`config.mk`:
```
export PLATFORM = sky130hd
export DESIGN_NAME = multicycle_alu
export DESIGN_NICKNAME = d
export VERILOG_FILES = /design/src/rtl/multicycle_alu.sv
export SDC_FILE = /design/constraint.sdc
export NUM_CORES = 1
export LEC_CHECK = 0
export CAP_MARGIN = 40
export CORE_MARGIN = 1
export CORE_UTILIZATION = 59
export CTS_BUF_LIST = sky130_fd_sc_hd__clkbuf_2
export CTS_CLUSTER_DIAMETER = 30
export DETAILED_ROUTE_END_ITERATION = 10
export GPL_TIMING_DRIVEN = 1
export MAX_ROUTING_LAYER = met4
export PLACE_DENSITY = 0.81
export SETUP_SLACK_MARGIN = 0.15
export SLEW_MARGIN = 20
export SYNTH_ARGS = -nofsm -noshare
export SYNTH_HDL_FRONTEND = slang
export SYNTH_SLANG_ARGS = --single-unit
```
`constraint.sdc`:
```
create_clock -name clk -period 4.95 [get_ports clk]
set_input_delay 0.99 -clock clk [delete_from_list [all_inputs] [get_ports clk]]
set_output_delay 0.99 -clock clk [all_outputs]
set_load 0.02 [all_outputs]
```
`src/rtl/multicycle_alu.sv`:
```
// Multi-cycle ALU: single-cycle integer ops plus iterative multiply/divide.
// Multiply uses one shift/add step per cycle and divide uses one restoring
// shift/subtract step per cycle; both run WIDTH steps on operand magnitudes
// and apply the sign correction when the result is written.
module multicycle_alu #(
  parameter int WIDTH = 32,
  parameter int SHW   = $clog2(WIDTH)
) (
  input  logic             clk,
  input  logic             reset,
  input  logic             in_valid,
  output logic             in_ready,
  input  logic [WIDTH-1:0] a,
  input  logic [WIDTH-1:0] b,
  input  logic [4:0]       op,
  output logic             out_valid,
  input  logic             out_ready,
  output logic [WIDTH-1:0] result,
  output logic             zero
);

  typedef enum logic [1:0] {IDLE, BUSY, DONE} state_t;

  localparam logic [SHW:0] LAST_STEP = (SHW+1)'(WIDTH - 1);

  state_t           state_reg;
  logic [SHW:0]     cnt_reg;
  logic [2:0]       iop_reg;      // low bits of the iterative op code
  logic             neg_reg;      // negate the magnitude result at the end
  logic             divz_reg;     // divisor was zero
  logic [WIDTH-1:0] hi_reg;       // partial product high half / remainder
  logic [WIDTH-1:0] lo_reg;       // multiplier bits / dividend-quotient bits
  logic [WIDTH-1:0] opnd_reg;     // multiplicand / divisor magnitude
  logic             out_valid_reg;
  logic             zero_reg;
  logic [WIDTH-1:0] result_reg;

  logic             accept;
  logic             is_iter;
  logic [SHW-1:0]   shamt;
  logic [WIDTH-1:0] alu_result;
  logic [WIDTH-1:0] abs_a;
  logic [WIDTH-1:0] abs_b;
  logic [WIDTH-1:0] load_lo;
  logic [WIDTH-1:0] load_opnd;
  logic             load_neg;
  logic [WIDTH:0]   mul_sum;
  logic [WIDTH:0]   div_shift;
  logic             div_ok;
  logic [WIDTH-1:0] hi_next;
  logic [WIDTH-1:0] lo_next;
  logic [2*WIDTH-1:0] prod_fix;
  logic [WIDTH-1:0] q_fix;
  logic [WIDTH-1:0] r_fix;
  logic [WIDTH-1:0] iter_result;

  // Never busy and accepting at once: only IDLE, or DONE being drained.
  assign in_ready  = (state_reg == IDLE) || (state_reg == DONE && out_ready);
  assign accept    = in_valid && in_ready;
  assign is_iter   = (op[4:3] == 2'b10);
  assign shamt     = b[SHW-1:0];
  assign out_valid = out_valid_reg;
  assign result    = result_reg;
  assign zero      = zero_reg;

  assign abs_a = a[WIDTH-1] ? -a : a;
  assign abs_b = b[WIDTH-1] ? -b : b;

  // Single-cycle operation decode; unknown codes yield zero.
  always_comb begin
    alu_result = '0;
    case (op)
      5'h00:   alu_result = a + b;
      5'h01:   alu_result = a - b;
      5'h02:   alu_result = a & b;
      5'h03:   alu_result = a | b;
      5'h04:   alu_result = a << shamt;
      5'h05:   alu_result = {{(WIDTH-1){1'b0}}, ($signed(a) < $signed(b))};
      5'h06:   alu_result = {{(WIDTH-1){1'b0}}, (a < b)};
      5'h07:   alu_result = a ^ b;
      5'h08:   alu_result = a >> shamt;
      5'h09:   alu_result = $signed(a) >>> shamt;
      default: alu_result = '0;
    endcase
  end

  // Operand magnitudes and final sign for the iterative datapath.
  always_comb begin
    load_lo   = b;
    load_opnd = a;
    load_neg  = 1'b0;
    case (op[2:0])
      3'd1: begin load_lo = abs_b; load_opnd = abs_a; load_neg = a[WIDTH-1] ^ b[WIDTH-1]; end
      3'd2: begin load_lo = b;     load_opnd = abs_a; load_neg = a[WIDTH-1]; end
      3'd4: begin load_lo = abs_a; load_opnd = abs_b; load_neg = a[WIDTH-1] ^ b[WIDTH-1]; end
      3'd5: begin load_lo = a;     load_opnd = b; end
      3'd6: begin load_lo = abs_a; load_opnd = abs_b; load_neg = a[WIDTH-1]; end
      3'd7: begin load_lo = a;     load_opnd = b; end
      default: begin load_lo = b;  load_opnd = a; end
    endcase
  end

  assign mul_sum   = {1'b0, hi_reg} + (lo_reg[0] ? {1'b0, opnd_reg} : '0);
  assign div_shift = {hi_reg, lo_reg[WIDTH-1]};
  assign div_ok    = (div_shift >= {1'b0, opnd_reg});

  // One shift/add (multiply) or restoring shift/subtract (divide) step.
  always_comb begin
    if (iop_reg[2]) begin
      hi_next = div_ok ? (div_shift[WIDTH-1:0] - opnd_reg) : div_shift[WIDTH-1:0];
      lo_next = {lo_reg[WIDTH-2:0], div_ok};
    end else begin
      hi_next = mul_sum[WIDTH:1];
      lo_next = {mul_sum[0], lo_reg[WIDTH-1:1]};
    end
  end

  assign prod_fix = neg_reg ? -{hi_next, lo_next} : {hi_next, lo_next};
  assign q_fix    = neg_reg ? -lo_next : lo_next;
  assign r_fix    = neg_reg ? -hi_next : hi_next;

  // Select the final iterative result from the last step's values.
  always_comb begin
    iter_result = '0;
    case (iop_reg)
      3'd0:       iter_result = prod_fix[WIDTH-1:0];
      3'd1, 3'd2,
      3'd3:       iter_result = prod_fix[2*WIDTH-1:WIDTH];
      3'd4, 3'd5: iter_result = divz_reg ? '1 : q_fix;
      default:    iter_result = r_fix;
    endcase
  end

  // Control FSM with registered result, flag and valid.
  always_ff @(posedge clk or posedge reset) begin
    if (reset) begin
      state_reg     <= IDLE;
      cnt_reg       <= '0;
      iop_reg       <= '0;
      neg_reg       <= 1'b0;
      divz_reg      <= 1'b0;
      hi_reg        <= '0;
      lo_reg        <= '0;
      opnd_reg      <= '0;
      out_valid_reg <= 1'b0;
      result_reg    <= '0;
      zero_reg      <= 1'b1;
    end else begin
      case (state_reg)
        IDLE, DONE: begin
          if (accept) begin
            if (is_iter) begin
              state_reg     <= BUSY;
              out_valid_reg <= 1'b0;
              cnt_reg       <= '0;
              iop_reg       <= op[2:0];
              neg_reg       <= load_neg;
              divz_reg      <= (b == '0);
              hi_reg        <= '0;
              lo_reg        <= load_lo;
              opnd_reg      <= load_opnd;
            end else begin
              state_reg     <= DONE;
              out_valid_reg <= 1'b1;
              result_reg    <= alu_result;
              zero_reg      <= (alu_result == '0);
            end
          end else if (state_reg == DONE && out_ready) begin
            state_reg     <= IDLE;
            out_valid_reg <= 1'b0;
          end
        end
        BUSY: begin
          hi_reg  <= hi_next;
          lo_reg  <= lo_next;
          cnt_reg <= cnt_reg + 1'b1;
          if (cnt_reg == LAST_STEP) begin
            state_reg     <= DONE;
            out_valid_reg <= 1'b1;
            result_reg    <= iter_result;
            zero_reg      <= (iter_result == '0);
          end
        end
        default: begin
          state_reg     <= IDLE;
          out_valid_reg <= 1'b0;
        end
      endcase
    end
  end

endmodule

```
==> flow_metrics.env, run 1 <==
export IMPL_outcome="aborted with a tool error"
export IMPL_flow_stopped_at="global routing (5_1_grt)"
export IMPL_firstError="[ERROR GRT-0232] Routing congestion too high. Check the congestion heatmap in the GUI."
export IMPL_rows=76
export IMPL_ys_types=111
export IMPL_cts_hold_buf=0
export IMPL_initial_core_util=0.5995
export IMPL_dpl_hpwl_mm=96.97
export IMPL_cts_sinks=142
export IMPL_htreeDepth=4
export IMPL_synth_edf_count=0
export IMPL_die_h_um=211.4
export IMPL_yosysTopAreaCell="dfrtp_1"
export IMPL_synth_most_common_cell="nor2_1"
export IMPL_portBuffers=107
export IMPL_synth_area_um2=25880
export IMPL_num_io_pins=108
export IMPL_clockBufferDepth=2
export IMPL_synthTopCellsByArea="dfrtp_1, ha_1, o21ai_0"
export IMPL_ys_ff_latch=142
export IMPL_synth_top_area_share=0.1363
export IMPL_place_gp_congestion=1.355
export IMPL_fp_dieW_um=211.4
export IMPL_ys_seq_area_frac=0.1373
export IMPL_worstEndpointGrtRepair="zero$_DFFE_PP1P_/D"
export IMPL_yosys_warnings=0
export IMPL_ys_async_sr_fraction=1.000
export IMPL_root_buffer="clkbuf_2"
export IMPL_synthFlopType="dfrtp_1"
export IMPL_grt_ovfl_total=9
export IMPL_worstEpCategory="sequential cell input"
export IMPL_synthTopCellsByCount="nor2_1, nand2_1, o21ai_0"
export IMPL_synth_nets=3859
export IMPL_pre_cts_slack_ps=-789.1
export IMPL_grt_antenna_before_repair=27
export IMPL_cts_made_buffers=17
export IMPL_synth_avg_cell_area_um2=7.158
export IMPL_syn_inst=3616
export IMPL_track_usage=0.7823
export IMPL_grt_max_degree=75
==> per-stage QoR <==
stage / instance area (um2) / hold WS (ps) / cells
4_1_cts: 34450 / 524.8 / 4958
3_5_place_dp: 33450 / 483.5 / 4902
3_3_place_gp: 33420 / 476.5 / 4901
2_1_floorplan: 26170 / 458.2 / 3616
==> kinds of logic after synthesis <==
group                      after synthesis  share of synthesized area
muxes                                  171                    0.09949
DFF                                    142                     0.1373
adders and majority gates              170                    0.08334
xor gates and xnor gates               159                    0.05380
and+or+nand+nor                       1361                     0.2566
AOI/OAI and AO/OA                     1188                     0.3061
buffers and inverters                  425                    0.06338
==> repair_timing <==
item                                    in CTS
hold endpoints to repair                     0
pin swaps                                   36
setup buffers                               24
endpoints found under the setup margin      21
gates resized for setup                    104
==> layer usage <==
layer  track usage  GRT overflow
met1        0.7784             0
met3        0.6986             2
met4        0.6944             4
met2        0.8911             3
met5             -             -
==> run 2: changes to the inputs <==
CORE_UTILIZATION = 40   (was 59)
CTS_BUF_LIST = not set   (was sky130_fd_sc_hd__clkbuf_2)
CTS_CLUSTER_DIAMETER = not set   (was 30)
MAX_ROUTING_LAYER = not set   (was met4)
PLACE_DENSITY = not set   (was 0.81)
PLACE_DENSITY_LB_ADDON = 0.15   (was not set)
SETUP_SLACK_MARGIN = not set   (was 0.15)
clock period = 6.44 ns   (was 4.95 ns; I/O delays follow)
==> flow_metrics.env, run 2 <==
export IMPL_fp_dieW_um=256.4
export IMPL_initial_core_util=0.4073
export IMPL_regToRegEndpoint="zero$_DFFE_PP1P_"
export IMPL_setup_violations_final=0
export IMPL_ff2ff_setup_slack_ps=360
export IMPL_root_buffer="clkbuf_16"
export IMPL_htreeDepth=4
export IMPL_syn_inst=3616
export IMPL_start_kind="flip-flop"
export IMPL_fmax_mhz=164.6
export IMPL_grt_pass1_vias=27460
export IMPL_outcome="completed"
export IMPL_r2r_start="hi_reg[5]$_DFFE_PP0P_"
export IMPL_core_um2=63540
export IMPL_vias_per_cell=6.660
export IMPL_synthTopCellsByArea="dfrtp_1, ha_1, o21ai_0"
export IMPL_crit_fanout=12
export IMPL_cp_end_kind="flip-flop"
export IMPL_synth_edf_count=0
export IMPL_hold_viol=0
export IMPL_clockBufferDepth=2
export IMPL_grt_max_degree=73
export IMPL_critical_path_class="reg2reg"
export IMPL_ys_seq_area_frac=0.1373
export IMPL_drtAntennaViolNets=0
export IMPL_ys_types=111
export IMPL_clock_skew_ps=16.52
export IMPL_powerDensity_nw_per_um2=446.3
export IMPL_final_max_slew_viol_count=0
export IMPL_synth_nets=3859
export IMPL_tightest_slew_ps=953.6
export IMPL_ir_worst_vdd_mv=0.2582
export IMPL_rows=92
export IMPL_arrival_ps=6510
export IMPL_postLayoutCoreUtil=0.4649
export IMPL_drive_above_1_share=0.1208
export IMPL_wl_per_cell_um=27.23
export IMPL_synthTopCellsByCount="nor2_1, nand2_1, o21ai_0"
export IMPL_die_h_um=256.4
export IMPL_synth_top_area_share=0.1363
export IMPL_p_leak_nw=12.17
export IMPL_grt_ovfl_total=0
export IMPL_clkTransAtPathRegs_ps=80
export IMPL_period_share=0.9436
export IMPL_instances_no_fill=4572
export IMPL_synthFlopType="dfrtp_1"
export IMPL_drt_iter0_drc=4327
export IMPL_track_usage=0.3678
export IMPL_hold_path_endpoint="result[31]$_DFFE_PP0P_"
export IMPL_layout_common_cells="nor2_1, nand2_1, o21ai_0"
export IMPL_synth_area_um2=25880
export IMPL_placed_cells=4536
export IMPL_synth_most_common_cell="nor2_1"
export IMPL_portBuffers=107
export IMPL_min_path_type="reg2reg"
export IMPL_area_growth_syn_to_layout_pct=14.13
export IMPL_crit_start="hi_reg[5]$_DFFE_PP0P_"
export IMPL_ys_ff_latch=142
export IMPL_fin_nets=3954
export IMPL_synth_avg_cell_area_um2=7.158
export IMPL_min_path_cells=1
export IMPL_cts_sinks=142
export IMPL_max_slew_margin_rel=0.3604
export IMPL_clock_latency_ps=500
export IMPL_dr_pass1_iters=8
export IMPL_wl_mm=124.5
export IMPL_drv_cap=0
export IMPL_cts_tree="done"
export IMPL_place_gp_congestion=1.075
export IMPL_setup_tns_final_ps=0
export IMPL_min_from="result[31]$_DFFE_PP0P_"
export IMPL_grt_pass1_wl_mm=183.5
export IMPL_yosysTopAreaCell="dfrtp_1"
export IMPL_critPathRequiredTime_ps=6880
export IMPL_cts_made_buffers=17
export IMPL_dieArea_um2=65730
export IMPL_yosys_warnings=0
export IMPL_num_vias=30450
export IMPL_final_common_cell="nor2_1"
export IMPL_drc_errors=0
export IMPL_dpl_hpwl_mm=99.64
export IMPL_grt_antenna_before_repair=4
export IMPL_ys_async_sr_fraction=1.000
export IMPL_reg2regPathDepth=26
export IMPL_num_io_pins=108
export IMPL_finalCriticalPeriod_ps=6077
-- run 2: worst max path at each step --
| stage | depth (start not counted) | to | slack [ps] |
|---|---|---|---|
| 2_1_floorplan | 20 | result[30]$_DFFE_PP0P_ | 230 |
| 3_3_place_gp | 24 | zero$_DFFE_PP1P_ | 270 |
| 3_5_place_dp | 19 | zero$_DFFE_PP1P_ | 180 |
| 4_1_cts | 26 | zero$_DFFE_PP1P_ | 180 |
| 5_1_grt | 26 | zero$_DFFE_PP1P_ | -4 |
| 6_report | 26 | zero$_DFFE_PP1P_ | 360 |
-- run 2: layout make-up --
cell class / instances / area, um2
well taps: 846 / 1059
repair buffers: 348 / 2958
fillers: 6575 / 34000
clock inverters: 15 / 176.4
multi-input cells: 3049 / 20780
flip-flops and latches: 142 / 3560
diodes: 2 / 5.005
inverters: 153 / 579.3
clock buffers: 17 / 425.4
-- run 2: cells by family after synthesis --
logic type | count (synthesis) | synth area share
AOI/OAI and AO/OA | 1188 | 0.3061
DFF | 142 | 0.1373
xor gates and xnor gates | 159 | 0.05380
muxes | 171 | 0.09949
and+or+nand+nor | 1361 | 0.2566
buffers and inverters | 425 | 0.06338
adders and majority gates | 170 | 0.08334
-- run 2: repair_timing --
action                                  in CTS  in global routing
endpoints found under the setup margin       0                  1
resized for setup                            0                  7
buffers inserted                             0                  0
hold buffers                                 0                  0
-- run 2: per-layer routing --
layer  share of wire  GRT usage  wire [um]  vias up
li1                -          -          -    13680
met5         0.00037          0         46        -
met1            0.43     0.5233      54010    14600
met3            0.11    0.08580      13750      299
met2            0.40     0.5196      50330     1868
met4           0.051     0.1696       6349        6
-- run 2: worst max-delay path, stage by stage (launching register included) --
cell and delay, ps:
dfrtp_1 440, ha_1 390, a21oi_1 260, o21ai_1 190, a221oi_2 330, nand2_1 190
o22a_1 300, o21ai_0 140, ha_1 220, o21ai_0 110, or4_4 540, nor4_2 280
buf_4 210, nand2b_1 80, buf_4 200, nand2_1 120, xnor2_1 130, a222oi_1 160
nor2_1 160, and4b_1 200, nand3_1 100, nor4_2 300, buf_4 160, nand4_1 170
nor4_2 260, buf_4 180, a41o_1 170
-- run 2: power breakdown --
group	internal, mW	switching (mW)
clock	0.584	0.505
combinational	3.84	6.56
sequential	1.27	0.428
-- run 2: metrics by stage --
step | hold WS, ps | area, um2 | setup WS [ps] | power (mW)
after floorplan | 458.2 | 25880 | 232.0 | 8.087
after global placement | 478.9 | 28790 | 269.2 | 11.72
after detailed placement | 480.7 | 28870 | 179.1 | 11.74
after CTS | 493.4 | 29480 | 177.2 | 12.87
after global routing | 531.3 | 29530 | -4.438 | 13.97
final | 490.6 | 29540 | 363.1 | 13.18
Note: power is estimated with default switching activity, not from simulation.
